<file path="config.mk">
export PLATFORM = sky130hd
export DESIGN_NAME = chunked_add_sub
export DESIGN_NICKNAME = d
export VERILOG_FILES = /design/src/rtl/add_sub_pkg.sv /design/src/rtl/add_chunk.sv /design/src/rtl/chunked_add_sub.sv
export SDC_FILE = /design/constraint.sdc
export NUM_CORES = 1
export LEC_CHECK = 0
export CORE_MARGIN = 10
export CORE_UTILIZATION = 63
export DETAILED_ROUTE_END_ITERATION = 7
export DONT_BUFFER_PORTS = 1
export GPL_TIMING_DRIVEN = 1
export PLACE_DENSITY_LB_ADDON = 0.08
export SLEW_MARGIN = 30
export SYNTH_ARGS = -nofsm -noshare
export SYNTH_HDL_FRONTEND = slang
export SYNTH_SLANG_ARGS = --single-unit
</file>
<file path="constraint.sdc">
create_clock -name clock -period 6.8 [get_ports clock]
set_input_delay 1.02 -clock clock [delete_from_list [all_inputs] [get_ports clock]]
set_output_delay 1.02 -clock clock [all_outputs]
set_load 0.02 [all_outputs]
</file>
<file path="src/rtl/add_sub_pkg.sv">
// Shared definitions for the chunked add/sub unit: FSM state encoding and
// a clog2 helper that never returns less than one bit.
// No logic of its own.

package add_sub_pkg;

    typedef enum logic [1:0] {
        ST_IDLE = 2'd0,
        ST_RUN  = 2'd1,
        ST_DONE = 2'd2
    } state_t;

    // Width needed to count 0..n-1, clamped to at least one bit so a
    // single-chunk configuration still has a legal counter.
    function automatic int clog2_min1(input int n);
        int r;
        r = 0;
        while ((1 << r) < n) begin
            r++;
        end
        return (r < 1) ? 1 : r;
    endfunction

endpackage

</file>
<file path="src/rtl/add_chunk.sv">
// Combinational W-bit ripple-carry adder slice (a + b + cin -> sum, cout).
// Latency: zero cycles, purely combinational.
// Backpressure: none; the enclosing FSM decides when the slice output is used.
//
// Ports: a, b (W bits), cin (carry in), sum (W bits), cout (carry out of MSB).

module add_chunk #(
    parameter int W = 8
) (
    input  logic [W-1:0] a,
    input  logic [W-1:0] b,
    input  logic         cin,
    output logic [W-1:0] sum,
    output logic         cout
);

    logic c;

    // Explicit ripple so the carry path length is exactly W full adders.
    always_comb begin
        c   = cin;
        sum = '0;
        for (int i = 0; i < W; i++) begin
            sum[i] = a[i] ^ b[i] ^ c;
            c      = (a[i] & b[i]) | (a[i] & c) | (b[i] & c);
        end
        cout = c;
    end

endmodule

</file>
<file path="src/rtl/chunked_add_sub.sv">
// Multi-cycle add/subtract: one CHUNK-bit slice per clock, flags on the last slice.
// Latency: operand accepted on edge t -> out_valid after edge t+WIDTH/CHUNK.
// Backpressure: result/flags held in DONE until out_ready; in_ready only in IDLE.
//
// Ports: clock, reset_n (async active-low); in_valid/in_ready with data_A,
// data_B, cin (0 = A+B, 1 = A-B); out_valid/out_ready with result,
// overflow (signed), carry_out (1 = no borrow on subtract), zero.

module chunked_add_sub
    import add_sub_pkg::*;
#(
    parameter int WIDTH = 32,
    parameter int CHUNK = 8
) (
    input  logic             clock,
    input  logic             reset_n,
    input  logic             in_valid,
    output logic             in_ready,
    input  logic [WIDTH-1:0] data_A,
    input  logic [WIDTH-1:0] data_B,
    input  logic             cin,
    output logic             out_valid,
    input  logic             out_ready,
    output logic [WIDTH-1:0] result,
    output logic             overflow,
    output logic             carry_out,
    output logic             zero
);

    localparam int NCHUNK = WIDTH / CHUNK;
    localparam int CNT_W  = clog2_min1(NCHUNK);

    if (CHUNK < 1 || CHUNK > WIDTH || (WIDTH % CHUNK) != 0) begin : g_bad_chunk
        $error("chunked_add_sub: CHUNK must divide WIDTH and lie in 1..WIDTH");
    end

    state_t             state;
    state_t             state_nxt;
    logic [WIDTH-1:0]   a_reg;
    logic [WIDTH-1:0]   b_reg;
    logic               carry;
    logic [CNT_W-1:0]   cnt;

    logic [CHUNK-1:0]   a_chunk;
    logic [CHUNK-1:0]   b_chunk;
    logic [CHUNK-1:0]   sum_chunk;
    logic               cout_chunk;
    logic [WIDTH-1:0]   result_nxt;
    logic               last;
    logic               accept;

    assign last   = (cnt == CNT_W'(NCHUNK - 1));
    assign accept = in_valid & in_ready;

    // Slice mux: pick the current chunk of each operand and build the
    // result with that chunk replaced by the adder output.
    always_comb begin
        a_chunk    = '0;
        b_chunk    = '0;
        result_nxt = result;
        for (int i = 0; i < NCHUNK; i++) begin
            if (cnt == CNT_W'(i)) begin
                a_chunk                      = a_reg[i*CHUNK +: CHUNK];
                b_chunk                      = b_reg[i*CHUNK +: CHUNK];
                result_nxt[i*CHUNK +: CHUNK] = sum_chunk;
            end
        end
    end

    add_chunk #(
        .W    (CHUNK)
    ) u_add_chunk (
        .a    (a_chunk),
        .b    (b_chunk),
        .cin  (carry),
        .sum  (sum_chunk),
        .cout (cout_chunk)
    );

    always_ff @(posedge clock or negedge reset_n) begin
        if (!reset_n) begin
            state <= ST_IDLE;
        end else begin
            state <= state_nxt;
        end
    end

    always_comb begin
        state_nxt = state;
        in_ready  = 1'b0;
        out_valid = 1'b0;
        case (state)
            ST_IDLE: begin
                in_ready = 1'b1;
                if (in_valid) begin
                    state_nxt = ST_RUN;
                end
            end
            ST_RUN: begin
                if (last) begin
                    state_nxt = ST_DONE;
                end
            end
            ST_DONE: begin
                out_valid = 1'b1;
                if (out_ready) begin
                    state_nxt = ST_IDLE;
                end
            end
            default: state_nxt = ST_IDLE;
        endcase
    end

    always_ff @(posedge clock or negedge reset_n) begin
        if (!reset_n) begin
            a_reg     <= '0;
            b_reg     <= '0;
            carry     <= 1'b0;
            cnt       <= '0;
            result    <= '0;
            overflow  <= 1'b0;
            carry_out <= 1'b0;
            zero      <= 1'b0;
        end else if (accept) begin
            // Subtraction is A + ~B + 1: invert B once here, carry-in seeds the +1.
            a_reg <= data_A;
            b_reg <= data_B ^ {WIDTH{cin}};
            carry <= cin;
            cnt   <= '0;
        end else if (state == ST_RUN) begin
            result <= result_nxt;
            carry  <= cout_chunk;
            cnt    <= cnt + CNT_W'(1);
            if (last) begin
                carry_out <= cout_chunk;
                // a^b^sum at the MSB recovers the carry into the MSB.
                overflow  <= a_reg[WIDTH-1] ^ b_reg[WIDTH-1] ^ sum_chunk[CHUNK-1] ^ cout_chunk;
                zero      <= (result_nxt == '0);
            end
        end
    end

endmodule

</file>
==> metrics.md, run 1 <==
| Metric | Value |
|---|---|
| Status | finished clean |
| Synth Register Bits | 104 |
| Vias in the first global route | 3,496 |
| CP startpoint kind | flip-flop |
| Gpl congestion | 0.8540 |
| Final Max Slew Viols | 0 |
| Final ANT Viol Nets | 0 |
| First-pass GRT wire length | 18,930 µm |
| Iteration-0 DRC Markers | 204 |
| Max Clk Rate | 163.4 MHz |
| Largest net degree at the start of global routing | 105 |
| GRT Total Usage | 18.79% |
| CP max FO | 14 |
| FF-to-FF Start | cnt[1] |
| N_diodes | 0 |
| Worst Path Arrival | 6.37 ns |
| Reg-to-reg endpoint | zero |
| DRT Pass-1 Iters | 4 |
| Fraction of layout cells with a size suffix above 1 | 16.77% |
| Starting Density | 64.07% |
| Avg Synthesized Cell Area | 10.90 µm² |
| DP HPWL | 8629 µm |
| Synth top area cells | dfrtp_1, mux2_2, xnor2_1 |
| Post-CTS sizing | 0 |
| Clk root buf | clkbuf_8 |
| # clock sinks | 104 |
| Critical path class | flip-flop to flip-flop |
| Synth top area share | 49.94% |
| Post-synth top area cell | dfrtp_1 |
| Worst-Margin Slew | 0.7587 ns |
| Hold Fails Final Rpt | 0 |
| Cells after synthesis | 478 |
| WL/cell | 20.78 µm |
| Slew HR | 49.42% |
| Antenna violations before repair | 0 |
| Async set-reset flop share out of synthesis | 100.0% |
| Main flop type after synthesis | dfrtp_1 |
| CTS tree | built |
| Post-CTS Hold Buffers | 0 |
| Worst Path Required | 7.05 ns |
| Clk_lat worst skew | 0.36 ns |
| Die Footprint | 12,310 µm² |
| Final setup violation count | 0 |
| Sequential area share after synthesis | 49.94% |
| Inserted Clock Buffers | 9 |
| Cell with the most instances after synthesis | dfrtp_1 |
| Area of the mapped netlist | 5211 µm² |
| Area growth syn-to-layout | 3.673% |
| Die height | 111.0 µm |
| Worst-path clk slew | 0.09 ns |
| Core region area | 8134 µm² |
| RSZ-0062 raised after global routing | false |
| Core Rows | 33 |
| Total setup buffers inserted after CTS | 0 |
| CP Capture Type | flip-flop |
| Vias/cell | 6.018 |
| Die X | 111.0 µm |
| Syn_nets | 559 |
| Hold crit path type | input port to asynchronous set/reset pin |
| IO Port Bufs | 0 |
| R2R Setup Slk | 0.68 ns |
| Max_cap viols | 0 |
| Overflow after GRT | 0 |
| Min Tclk post-route | 6.120 ns |
| H-tree depth | 3 |
| Final TNS setup | 0 ns |
| Synth cell types | 39 |
| Worst r2r path cells | 20 |
| Wirelength, routed | 11,840 µm |
| Setup Skew | 0.009160 ns |
| Post-synth top cells | dfrtp_1, a21oi_1, mux2_2 |
| I/O pin cnt | 106 |
| Via Count | 3,430 |
| Post-synth EDFFs | 0 |
| Drc violations | 0 |
| CTS max path bufs | 2 |
| Nets@finish | 542 |
| Synth warn | 0 |
| Period utilization | 90.01% |
==> logic make-up (layout without fill, tap and decap cells) <==
| group | Yosys count | count (layout) | share of synthesized area (%) |
|---|---|---|---|
| AND/OR/NAND/NOR | 126 | 126 | 12.05 |
| XOR/XNOR | 35 | 35 | 5.882 |
| multiplexers | 55 | 55 | 12.58 |
| buffers and inverters | 43 | 30 | 4.514 |
| flip-flops | 104 | 104 | 49.94 |
| adder cells (fa/ha/maj) | 12 | 12 | 4.034 |
| AO/OA/AOI/OAI | 103 | 103 | 11.00 |
==> through the flow <==
step / cell area [µm²] / cells / hold slack, ns / util (%) / setup slack [ns]
2_1_floorplan: 5211 / 478 / 0.4726 / - / 1.043
3_3_place_gp: 5174 / 554 / 0.4945 / 63.61 / 0.9232
3_5_place_dp: 5174 / 554 / 0.5024 / 63.61 / 0.7401
4_1_cts: 5375 / 569 / 0.3296 / 66.08 / 0.7304
5_1_grt: 5403 / 570 / 0.3213 / 66.42 / 0.2677
6_report: 5403 / 570 / 0.3418 / 66.42 / 0.6796
==> critical path: stages (launching register included) <==
cell,delay [ns]
dfrtp_1,0.43
inv_1,0.10
ha_1,0.48
nor2b_1,0.11
a221oi_1,0.31
nor3_1,0.09
a21oi_1,0.20
fa_1,0.20
inv_1,0.05
fa_1,0.44
fa_1,0.47
fa_1,0.47
fa_1,0.46
fa_1,0.46
fa_1,0.43
inv_1,0.08
fa_1,0.52
and3b_1,0.22
o22ai_1,0.15
nor4_1,0.08
a32o_1,0.26
==> how the worst max path moves through the flow <==
stage / cells past startpoint / slack [ns] / endpoint / start
after CTS: 20 / 0.73 / zero / cnt[1]
after global placement: 19 / 0.92 / zero / cnt[0]
final: 20 / 0.68 / zero / cnt[1]
after detailed placement: 20 / 0.74 / zero / cnt[1]
after floorplan: 22 / 1.04 / zero / cnt[1]
after global routing: 20 / 0.27 / zero / cnt[1]
==> metal layers <==
layer,share of wire (%),wire [µm],vias to the layer above,global-route usage (%)
met3,8.3,982,19,6.548
li1,-,-,1615,-
met1,42,4973,1690,22.92
met5,0,0,-,0
met2,48,5681,106,30.27
met4,1.7,206,0,6.337
==> layout make-up <==
cell class	instances	area, µm²
repair buffers	4	50.05
fillers	623	2731
multi-input cells	331	2376
clock inverters	4	70.07
flip-flops and latches	104	2603
clock buffers	11	131.4
well taps	105	131.4
inverters	11	41.29
==> placed cells by master, fill, tap and decap left out, types with 2 or more instances in the layout <==
cell type,synthesis,routed
dfrtp_1,104,104
a21oi_1,57,57
mux2_2,44,44
nor2_1,38,38
xnor2_1,35,35
nand2_1,34,34
o21ai_0,21,21
nor3_1,14,14
nor2b_1,11,11
inv_1,11,11
mux2_4,10,10
nand3b_1,9,9
clkbuf_8,0,9
fa_1,8,8
a221oi_1,7,7
nor3b_1,6,6
a31oi_1,4,4
o22ai_1,4,4
ha_1,4,4
o31ai_1,3,3
o21ai_1,3,3
nand2_2,3,3
nor4_1,3,3
buf_4,3,3
nor4b_1,2,2
clkbuf_1,8,2
clkinv_2,0,2
bufinv_16,0,2
Power of run 1 is left out: the tool's default activity adds up to more than one toggle a clock period on the data nets, which glitch-free logic cannot reach.
==> run 2: changes to the inputs <==
--- a/config.mk
+++ b/config.mk
@@ -10,7 +10,7 @@
 export DETAILED_ROUTE_END_ITERATION = 7
 export DONT_BUFFER_PORTS = 1
 export GPL_TIMING_DRIVEN = 1
-export PLACE_DENSITY_LB_ADDON = 0.08
+export PLACE_DENSITY = 0.76
 export SLEW_MARGIN = 30
 export SYNTH_ARGS = -nofsm -noshare
 export SYNTH_HDL_FRONTEND = slang
==> metrics.md, run 2 (synthesis results as in run 1) <==
| Metric | Value |
|---|---|
| Status | finished clean |
| Post-CTS Hold Buffers | 0 |
| CP max FO | 14 |
| Nets@finish | 542 |
| Starting Density | 64.07% |
| First-pass GRT wire length | 18,600 µm |
| Met1 usage | 21.77% |
| N_diodes | 0 |
| Vias/cell | 5.986 |
| Period utilization | 89.24% |
| Final setup violation count | 0 |
| Final TNS setup | 0 ns |
| GR peak layer | met2 |
| Max Clk Rate | 164.8 MHz |
| R2R Setup Slk | 0.73 ns |
| Min Tclk post-route | 6.068 ns |
| Post-CTS sizing | 0 |
| Drc violations | 0 |
| Via Count | 3,412 |
| Core region area | 8134 µm² |
| Largest net degree at the start of global routing | 105 |
| Slew HR | 47.26% |
| DRT Pass-1 Iters | 4 |
| Final Max Slew Viols | 0 |
| Reg-to-reg endpoint | zero |
| CTS max path bufs | 2 |
| Overflow after GRT | 0 |
| Total setup buffers inserted after CTS | 0 |
| PnR worst setup slack | 0.7319 ns |
| CTS tree | built |
| CP Capture Type | flip-flop |
| Worst-Margin Slew | 0.7911 ns |
| Worst-path clk slew | 0.09 ns |
| Die Footprint | 12,310 µm² |
| Core Rows | 33 |
| Hold crit path type | input port to asynchronous set/reset pin |
| Commonest non-fill, non-tap cell in the layout | dfrtp_1 |
| RSZ-0062 raised after global routing | false |
| H-tree depth | 3 |
| I/O pin cnt | 106 |
| Critical Path Start | cnt[1] |
| # clock sinks | 104 |
| Antenna violations before repair | 0 |
| Iteration-0 DRC Markers | 222 |
| Met3 usage | 8.279% |
| Die X | 111.0 µm |
| Hold Fails Final Rpt | 0 |
| Most frequent cells in the layout | dfrtp_1, a21oi_1, mux2_2 |
| Area growth syn-to-layout | 3.145% |
| Critical path class | flip-flop to flip-flop |
| Setup Skew | 0.01069 ns |
| DP HPWL | 8515 µm |
| Worst Path Arrival | 6.33 ns |
| Clk_lat worst skew | 0.36 ns |
| Max_cap viols | 0 |
| Grt met2 use | 29.52% |
| FF-to-FF Start | cnt[1] |
| Die height | 111.0 µm |
| IO Port Bufs | 0 |
| GRT Total Usage | 18.48% |
| WL/cell | 20.33 µm |
| Worst Setup EP | zero |
| Worst r2r path cells | 20 |
| Final ANT Viol Nets | 0 |
| Inserted Clock Buffers | 9 |
| Worst Path Required | 7.06 ns |
| Clk root buf | clkbuf_8 |
| Fraction of layout cells with a size suffix above 1 | 16.77% |
| Gpl congestion | 0.8672 |
| CP startpoint kind | flip-flop |
| Wirelength, routed | 11,590 µm |
| DP Worst Slack | 0.7564 ns |
| Vias in the first global route | 3,529 |
| Fill count | 625 |
==> run 2: cell count changes in the layout (fill, tap and decap cells not counted), sizes merged <==
cell / before / now
clkinv: 2 / 0
clkbuf: 11 / 13
clkinvlp: 0 / 2
bufinv: 2 / 0
==> run 2: area by class of cell <==
| class | instances | area, µm² | area share (%) |
|---|---|---|---|
| inverters | 11 | 41.29 | 0.7682 |
| clock buffers | 13 | 158.9 | 2.956 |
| well taps | 105 | 131.4 | 2.444 |
| clock inverters | 2 | 15.01 | 0.2793 |
| multi-input cells | 331 | 2376 | 44.20 |
| flip-flops and latches | 104 | 2603 | 48.42 |
| repair buffers | 4 | 50.05 | 0.9311 |
==> run 2: critical path, cell delays in order (launching register included) <==
cell      delay (ns)
dfrtp_1         0.42
inv_1           0.09
ha_1            0.48
nor2b_1         0.09
a221oi_1        0.29
nor3_1          0.08
a21oi_1         0.21
fa_1            0.20
inv_1           0.06
fa_1            0.45
fa_1            0.46
fa_1            0.46
fa_1            0.46
fa_1            0.46
fa_1            0.44
inv_1           0.09
fa_1            0.51
and3b_1         0.22
o22ai_1         0.15
nor4_1          0.08
a32o_1          0.25
==> run 2: per-layer routing <==
metal / vias up / share of wire (%)
met4: 0 / 1.8
met1: 1664 / 40
met3: 12 / 10
met5: - / 0
met2: 121 / 48
li1: 1615 / -
==> run 2: worst min-delay path by stage <==
| stage | from | slack (ns) | endpoint | cells past startpoint |
|---|---|---|---|---|
| detailed placement | a_reg[26] | 0.50 | a_reg[26] | 1 |
| CTS | reset_n | 0.33 | result[24] | 0 |
| floorplan | a_reg[0] | 0.47 | a_reg[0] | 1 |
| finish | reset_n | 0.34 | result[24] | 0 |
| global route | reset_n | 0.32 | b_reg[21] | 0 |
| global placement | a_reg[13] | 0.49 | a_reg[13] | 1 |
==> run 2: through the flow <==
stage | hold slack [ns] | instances | utilization, % | area (µm²)
after floorplan | 0.4726 | 478 | - | 5211
after global placement | 0.4938 | 554 | 63.61 | 5174
after detailed placement | 0.4957 | 554 | 63.61 | 5174
after CTS | 0.3291 | 569 | 65.74 | 5348
after global routing | 0.3153 | 570 | 66.08 | 5375
final | 0.3396 | 570 | 66.08 | 5375
Power of run 2 is left out for the same reason.
